`src/rtl/mem_bus_arbiter.sv`:
```
// mem_bus_arbiter: shares one single-port memory between the DMA/loader,
// the instruction fetcher and the execute path. A registered owner FSM
// gives DMA fixed priority at arbitration points and alternates between
// fetch and exec. One beat per cycle goes to the owner; read data comes
// back from mem one cycle later, flagged by a per-port rvalid.
module mem_bus_arbiter #(
    parameter int ADDR_WIDTH = 16,
    parameter int DATA_WIDTH = 8,
    parameter int MAX_BURST  = 8
) (
    input  logic                  clk,
    input  logic                  reset_n,
    input  logic                  req_dma,
    input  logic                  req_fetch,
    input  logic                  req_exec,
    input  logic                  we_dma,
    input  logic                  we_fetch,
    input  logic                  we_exec,
    input  logic [ADDR_WIDTH-1:0] addr_dma,
    input  logic [ADDR_WIDTH-1:0] addr_fetch,
    input  logic [ADDR_WIDTH-1:0] addr_exec,
    input  logic [DATA_WIDTH-1:0] din_dma,
    input  logic [DATA_WIDTH-1:0] din_fetch,
    input  logic [DATA_WIDTH-1:0] din_exec,
    output logic                  gnt_dma,
    output logic                  gnt_fetch,
    output logic                  gnt_exec,
    output logic                  rvalid_dma,
    output logic                  rvalid_fetch,
    output logic                  rvalid_exec,
    output logic [DATA_WIDTH-1:0] rdata,
    output logic [1:0]            owner,
    output logic [ADDR_WIDTH-1:0] mem_addr,
    output logic                  mem_we,
    output logic [DATA_WIDTH-1:0] mem_din,
    input  logic [DATA_WIDTH-1:0] mem_dout
);

    // Owner encoding doubles as the owner output value.
    localparam logic [1:0] ST_IDLE  = 2'd0;
    localparam logic [1:0] ST_DMA   = 2'd1;
    localparam logic [1:0] ST_FETCH = 2'd2;
    localparam logic [1:0] ST_EXEC  = 2'd3;

    localparam logic [7:0] BURST_MAX = 8'(MAX_BURST);

    logic [1:0]            state_q, state_d;
    logic [7:0]            cnt_q, cnt_d, cnt_inc;
    logic                  last_exec_q, last_exec_d;   // 1: exec owned last, so fetch wins a tie
    logic [2:0]            rvalid_q, rvalid_d;         // {exec, fetch, dma}
    logic [ADDR_WIDTH-1:0] addr_q, addr_d;
    logic [DATA_WIDTH-1:0] din_q, din_d;
    logic                  we_d;
    logic                  beat;
    logic                  owner_req;
    logic                  others_pending;
    logic                  limit_hit;
    logic                  rearb;
    logic                  cand_dma, cand_fetch, cand_exec;

    assign gnt_dma   = (state_q == ST_DMA)   & req_dma;
    assign gnt_fetch = (state_q == ST_FETCH) & req_fetch;
    assign gnt_exec  = (state_q == ST_EXEC)  & req_exec;
    assign beat      = gnt_dma | gnt_fetch | gnt_exec;

    assign owner        = state_q;
    assign rdata        = mem_dout;
    assign rvalid_dma   = rvalid_q[0];
    assign rvalid_fetch = rvalid_q[1];
    assign rvalid_exec  = rvalid_q[2];
    assign mem_addr     = addr_d;
    assign mem_din      = din_d;
    assign mem_we       = we_d;

    // Memory port mux: drive the owner's beat, otherwise hold address/data and keep we low.
    always_comb begin
        // NOTE: every signal assigned here gets a default first so no latch is inferred.
        addr_d = addr_q;
        din_d  = din_q;
        we_d   = 1'b0;
        if (gnt_dma) begin
            addr_d = addr_dma;
            din_d  = din_dma;
            we_d   = we_dma;
        end else if (gnt_fetch) begin
            addr_d = addr_fetch;
            din_d  = din_fetch;
            we_d   = we_fetch;
        end else if (gnt_exec) begin
            addr_d = addr_exec;
            din_d  = din_exec;
            we_d   = we_exec;
        end
    end

    // Arbitration: decide next owner, burst count and round-robin pointer.
    always_comb begin
        owner_req      = 1'b0;
        others_pending = 1'b0;
        case (state_q)
            ST_DMA: begin
                owner_req      = req_dma;
                others_pending = req_fetch | req_exec;
            end
            ST_FETCH: begin
                owner_req      = req_fetch;
                others_pending = req_dma | req_exec;
            end
            ST_EXEC: begin
                owner_req      = req_exec;
                others_pending = req_dma | req_fetch;
            end
            default: begin
                owner_req      = 1'b0;
                others_pending = 1'b0;
            end
        endcase

        // Count including this cycle's beat, so the switch lands right after the last allowed beat.
        cnt_inc   = (beat && (cnt_q != BURST_MAX)) ? cnt_q + 8'd1 : cnt_q;
        limit_hit = (cnt_inc == BURST_MAX) && others_pending;
        rearb     = (state_q == ST_IDLE) || !owner_req || limit_hit;

        // A burst-limited owner is excluded so the bus really changes hands.
        cand_dma   = req_dma   && !(limit_hit && (state_q == ST_DMA));
        cand_fetch = req_fetch && !(limit_hit && (state_q == ST_FETCH));
        cand_exec  = req_exec  && !(limit_hit && (state_q == ST_EXEC));

        state_d = state_q;
        if (rearb) begin
            if (cand_dma)                    state_d = ST_DMA;
            else if (cand_fetch && cand_exec) state_d = last_exec_q ? ST_FETCH : ST_EXEC;
            else if (cand_fetch)             state_d = ST_FETCH;
            else if (cand_exec)              state_d = ST_EXEC;
            else                             state_d = ST_IDLE;
        end

        // DMA ownership leaves the fetch/exec pointer untouched.
        last_exec_d = last_exec_q;
        if (state_d != state_q) begin
            if (state_d == ST_FETCH) last_exec_d = 1'b0;
            if (state_d == ST_EXEC)  last_exec_d = 1'b1;
        end

        cnt_d = (state_d != state_q) ? 8'd0 : cnt_inc;

        rvalid_d = {gnt_exec & ~we_exec, gnt_fetch & ~we_fetch, gnt_dma & ~we_dma};
    end

    // State, counters, read-valid pipeline and held memory address/data.
    always_ff @(posedge clk or negedge reset_n) begin
        if (!reset_n) begin
            state_q     <= ST_IDLE;
            cnt_q       <= 8'd0;
            last_exec_q <= 1'b1;
            rvalid_q    <= 3'b000;
            addr_q      <= '0;
            din_q       <= '0;
        end else begin
            // NOTE: non-blocking assignments so every flop samples pre-edge values.
            state_q     <= state_d;
            cnt_q       <= cnt_d;
            last_exec_q <= last_exec_d;
            rvalid_q    <= rvalid_d;
            addr_q      <= addr_d;
            din_q       <= din_d;
        end
    end

endmodule
```
`config.mk`:
```
export PLATFORM = sky130hd
export DESIGN_NAME = mem_bus_arbiter
export DESIGN_NICKNAME = d
export VERILOG_FILES = /design/src/rtl/mem_bus_arbiter.sv
export SDC_FILE = /design/constraint.sdc
export NUM_CORES = 1
export LEC_CHECK = 0
export ABC_AREA = 1
export BUFFER_PORTS_ARGS = -buffer_cell sky130_fd_sc_hd__buf_2
export CAP_MARGIN = 20
export CORE_MARGIN = 1
export CORE_UTILIZATION = 48
export DETAILED_ROUTE_END_ITERATION = 12
export PLACE_DENSITY_LB_ADDON = 0.15
export SYNTH_ARGS = -nofsm -noshare
export SYNTH_HDL_FRONTEND = slang
export SYNTH_SLANG_ARGS = --single-unit
export TNS_END_PERCENT = 20
```
`constraint.sdc`:
```
create_clock -name clk -period 4.4 [get_ports clk]
set_input_delay 0.44 -clock clk [delete_from_list [all_inputs] [get_ports clk]]
set_output_delay 0.44 -clock clk [all_outputs]
set_load 0.02 [all_outputs]
```
* Yosys cells after proc, flatten, opt, wreduce, memory -nomap -nowiden *
Cells that the tools add are included.

word-level totals
  register bits after elaboration = 38
  bits in latches = 0
  bits in writable memories = 0
  ROM bits = 0
  input port bits = 88
  output and inout bits = 41
  word-level logic and storage cells = 68
  memories kept = 0

cells by class
  add/sub/neg operators = 1
  multipliers = 0
  divide/modulo/power cells = 0
  $lt $le $gt $ge = 0
  eq/ne operators = 8
  shift-type cells = 0
  muxes and demuxes = 21
  bitwise operators = 14
  reductions and logical operators = 18

operators by type and width
  kind                                                                      count
  16-bit two-way mux                                                        3
  8-bit two-way mux                                                         5
  2-bit two-way mux                                                         5
  1-bit logical AND                                                         9
  8-bit by 1-bit adder with 8-bit output (second input constant)            1
  2-bit equality test (second input constant)                               4
  8-bit by 4-bit equality test with 1-bit output (second input constant)    1
  8-bit by 4-bit inequality test with 1-bit output (second input constant)  1
  1-bit AND                                                                 6
  1-bit two-way mux                                                         6
  1-bit case mux with 3 select lines                                        2
  1-bit OR                                                                  5
  1-bit logical NOT                                                         4
  1-bit NOT                                                                 3
  2-bit by 1-bit equality test with 1-bit output (second input constant)    1
  2-bit logical NOT                                                         1
  1-bit logical OR                                                          2
  2-bit inequality test                                                     1
  2-bit AND reduction                                                       1
  2-bit nonzero test                                                        1

* Depth between registers and ports, before layout *
  word-level depth = 19
  gate-level depth with buffers = 21
  depth with buffers taken out = 21

* Worst setup path before layout *
No wires, ideal clock.

  kind = register to output
  from = register state_q[0] (netlist: owner[0])
  to = output port mem_we
  arrival = 1.913 ns
  data required time = 3.960 ns
  slack = 2.047 ns
  cell stages (with the launch flop) = 8
  cells stage by stage = dfrtp_1 buf_6 nand3_1 buf_4 buf_1 inv_1 a21oi_1 nor3_1

on the way
  word-level cells in the longest chain between the ends = 5
  elaborated cells on any way between the ends = 9

RTL lines
  what                    line  text
  from (decl)             47    logic [1:0] state_q, state_d;
  from (signal assigned)  161   state_q <= state_d;
  2-bit equality test     63    assign gnt_exec = (state_q == ST_EXEC) & req_exec;
  1-bit AND               63
  named net gnt_exec      27    output logic gnt_exec,
  1-bit two-way mux       89    end else if (gnt_exec) begin
  1-bit two-way mux       85    end else if (gnt_fetch) begin
  1-bit two-way mux       81    if (gnt_dma) begin
  to (decl)               34    output logic mem_we,

The timed path passes the listed nets, and every way through them passes these cells.

* Worst setup path in the final report *
  from = register state_q[0] (netlist: owner[0])
  to = output port mem_addr[8]

on the way
  word-level cells in the longest chain between the ends = 5
  elaborated cells on any way between the ends = 9

RTL lines
  what                  line  text
  2-bit equality test   63
  1-bit AND             63
  16-bit two-way mux    89
  16-bit two-way mux    85
  16-bit two-way mux *  81
  to (decl)             33    output logic [ADDR_WIDTH-1:0] mem_addr,

Every way passes the cells marked *; elsewhere a longest branch is shown, timed or not.

==> impl_metrics.env <==
export IMPL_antenna_left=0
export IMPL_nets=475
export IMPL_fin_crit_sh=0.661
export IMPL_synth_nets=374
export IMPL_fmaxAchievable_mhz=344
export IMPL_post_drt_wl_per_cell_um=13.1
export IMPL_rows=24
export IMPL_final_area_um2=2880
export IMPL_status="finished clean"
export IMPL_drt_total_wl_um=5740
export IMPL_synthFlopType="dfrtp_1"
export IMPL_cts_max_path_buffers=2
export IMPL_antenna_found_initial=0
export IMPL_ctsResizeCount=0
export IMPL_port_buffers=112
export IMPL_root_buffer="clkbuf_8"
export IMPL_synth_area_leaders="dfrtp_1 (40%), nand2_1 (16%), mux2i_1 (10%)"
export IMPL_grt_pass1_wl_um=9320
export IMPL_power_leakage_nw=1.60
export IMPL_worstPathMaxFanout=25
export IMPL_grt_usage=0.240
export IMPL_antenna_cells=0
export IMPL_first_pass_iters=4
export IMPL_tightest_slew_ns=0.865
export IMPL_route_detailed_drc=0
export IMPL_ys_types=26
export IMPL_fin_tns_setup_ns=0
export IMPL_yosysMostFrequentCell="nand2_1"
export IMPL_max_stage_delay_ns=0.55
export IMPL_start_kind="flip-flop"
export IMPL_path_cells="inv_1 -> nand3_1 -> nand2_1 -> o211ai_1 -> buf_2"
export IMPL_rr_endpoint="cnt_q[3]$_DFF_PN0_"
export IMPL_ir_worst_vdd_mv=0.414
export IMPL_rsz0062_at_grt="no"
export IMPL_dieHeight_um=71.1
export IMPL_avgSynthCellArea_um2=8.06
export IMPL_grt_pass1_vias=2157
export IMPL_clk_latency_ns=0.29
export IMPL_die_x_um=71.1
export IMPL_drv_slew=0
export IMPL_grt_max_degree=39
export IMPL_ys_seq_area_frac=0.416
export IMPL_ys_ff_latch=38
export IMPL_htreeDepth=2
export IMPL_cap_violations=0
export IMPL_place_ws_ns=1.64
export IMPL_worstSetupPathType="reg -> out"
export IMPL_cts_sinks=38
export IMPL_power_density_nw_per_um2=676
export IMPL_dpl_cell_area_um2=2810
export IMPL_drt_vias_per_instance=5.21
export IMPL_path_clk_slew_ns=0.07
export IMPL_drtIter0Drc=130
export IMPL_finish_utilization=0.645
export IMPL_slowest_stage="nand2_1"
export IMPL_cp_arrival_ns=2.47
export IMPL_fp_coreArea_um2=4470
export IMPL_gp_congestion=0.874
export IMPL_layout_min_cycle_time_ns=2.91
export IMPL_ctsHoldBuffers=0
export IMPL_die_area_um2=5050
export IMPL_endpoint_kind="primary output"
export IMPL_syn_area_um2=2290
export IMPL_async_reset_ff_frac=1.00
export IMPL_min_path_type="in -> async"
export IMPL_hold_ws_ns=0.246
export IMPL_synth_edf_count=0
export IMPL_crit_required_ns=3.96
export IMPL_io_pins=129
export IMPL_regToRegStartpoint="owner[0]$_DFF_PN0_"
export IMPL_gr_total_overflow=0
export IMPL_dp_hpwl_um=4260
export IMPL_fin_ws_ns=1.49
export IMPL_fin_worst_skew_ns=0.00469
export IMPL_finalSetupViolCount=0
export IMPL_regToRegSetupSlack_ns=1.66
export IMPL_post_cts_buffers=0
export IMPL_start_util=0.512
export IMPL_synth_cells_most_frequent="nand2_1 (96), dfrtp_1 (37), o211ai_1 (25), mux2i_1 (24), nor2_1 (23)"
export IMPL_synth_largest_area_cell="dfrtp_1"
export IMPL_yosysWarningCount=0
export IMPL_synthToLayoutAreaGrowth_pct=26.0
export IMPL_cts_made_buffers=5
export IMPL_cts_tree="done"
export IMPL_drive_gt1_frac=0.338
export IMPL_netlist_area_leader_share=0.404
export IMPL_relSlewSlack=0.422
export IMPL_ff2ff_path_depth=17
export IMPL_synth_cells=284
export IMPL_via_count=2278
export IMPL_hold_viol=0
-- cell type report --
cell class,instances,area (µm²)
clock buffers,7,76.3
fillers,387,1590
inverters,19,71.3
multi-input cells,208,1150
flip-flops and latches,38,952
well taps,52,65.1
repair buffers,113,568
-- routing by layer --
metal  GRT usage  wire, µm
met5           0         0
met4       0.111       129
met2       0.399      2690
met3      0.0741       438
met1       0.287      2480
-- sequential cells by signal, summed over array words and instances, names as in the netlist --
name and flops:
rvalid_q 3, owner 2, cnt_q 8, last_exec_q 1, addr_q 16, din_q 8
-- cells in the final DEF (no fill, tap or decap) --
| master | count |
|---|---|
| buf_4 | 1 |
| o21ai_0 | 1 |
| o21bai_1 | 1 |
| nand3b_1 | 3 |
| a21oi_1 | 3 |
| nand3_4 | 1 |
| inv_2 | 1 |
| nand3_2 | 2 |
| nor3_1 | 2 |
| dfrtp_1 | 37 |
| nand3_1 | 16 |
| mux2i_1 | 24 |
| buf_2 | 112 |
| nand3b_4 | 1 |
| ha_1 | 2 |
| nand2_1 | 96 |
| a22oi_1 | 1 |
| inv_1 | 18 |
| xor2_1 | 1 |
| dfstp_2 | 1 |
| nand2_2 | 5 |
| nor2_1 | 23 |
| nor2_2 | 1 |
| clkbuf_1 | 2 |
| o211ai_1 | 25 |
| clkbuf_8 | 5 |
-- stage by stage --
stage,std cells,power [mW]
final,437,1.95
after global routing,437,2.10
after CTS,437,1.97
after detailed placement,430,1.74
after global placement,430,1.72
after floorplan,284,1.41
-- cell families after synthesis --
family,count (synthesis),share of synthesized area
AND/OR/NAND/NOR,150,0.284
buffers and inverters,38,0.0836
flip-flops,38,0.416
AO/OA/AOI/OAI,31,0.0973
multiplexers,24,0.105
adder cells (fa/ha/maj),2,0.0109
XOR/XNOR,1,0.00383
-- power by group --
part / internal, mW / total [mW] / switching (mW) / leakage [nW]
combinational: 0.408 / 1.16 / 0.757 / 1.09
sequential: 0.492 / 0.561 / 0.0681 / 0.475
clock: 0.109 / 0.223 / 0.114 / 0.0383
-- worst max path at each step --
stage / startpoint / cells past startpoint / slack (ns) / to
global placement: req_exec / 18 / 1.76 / cnt_q[7]$_DFF_PN0_
floorplan: owner[0]$_DFF_PN0_ / 7 / 2.05 / mem_we
detailed placement: req_exec / 18 / 1.64 / cnt_q[1]$_DFF_PN0_
CTS: owner[0]$_DFF_PN0_ / 5 / 1.45 / mem_addr[8]
global route: owner[0]$_DFF_PN0_ / 5 / 1.37 / mem_addr[5]
finish: owner[0]$_DFF_PN0_ / 5 / 1.49 / mem_addr[8]
-- worst max-delay path, delay by kind of cell (launching register included) --
kind,cells,cell delay [ns]
buf+inv,2,0.38
flops,1,0.54
compound gates,1,0.49
simple gates,2,0.76
Note: power is estimated with default switching activity, not from simulation.
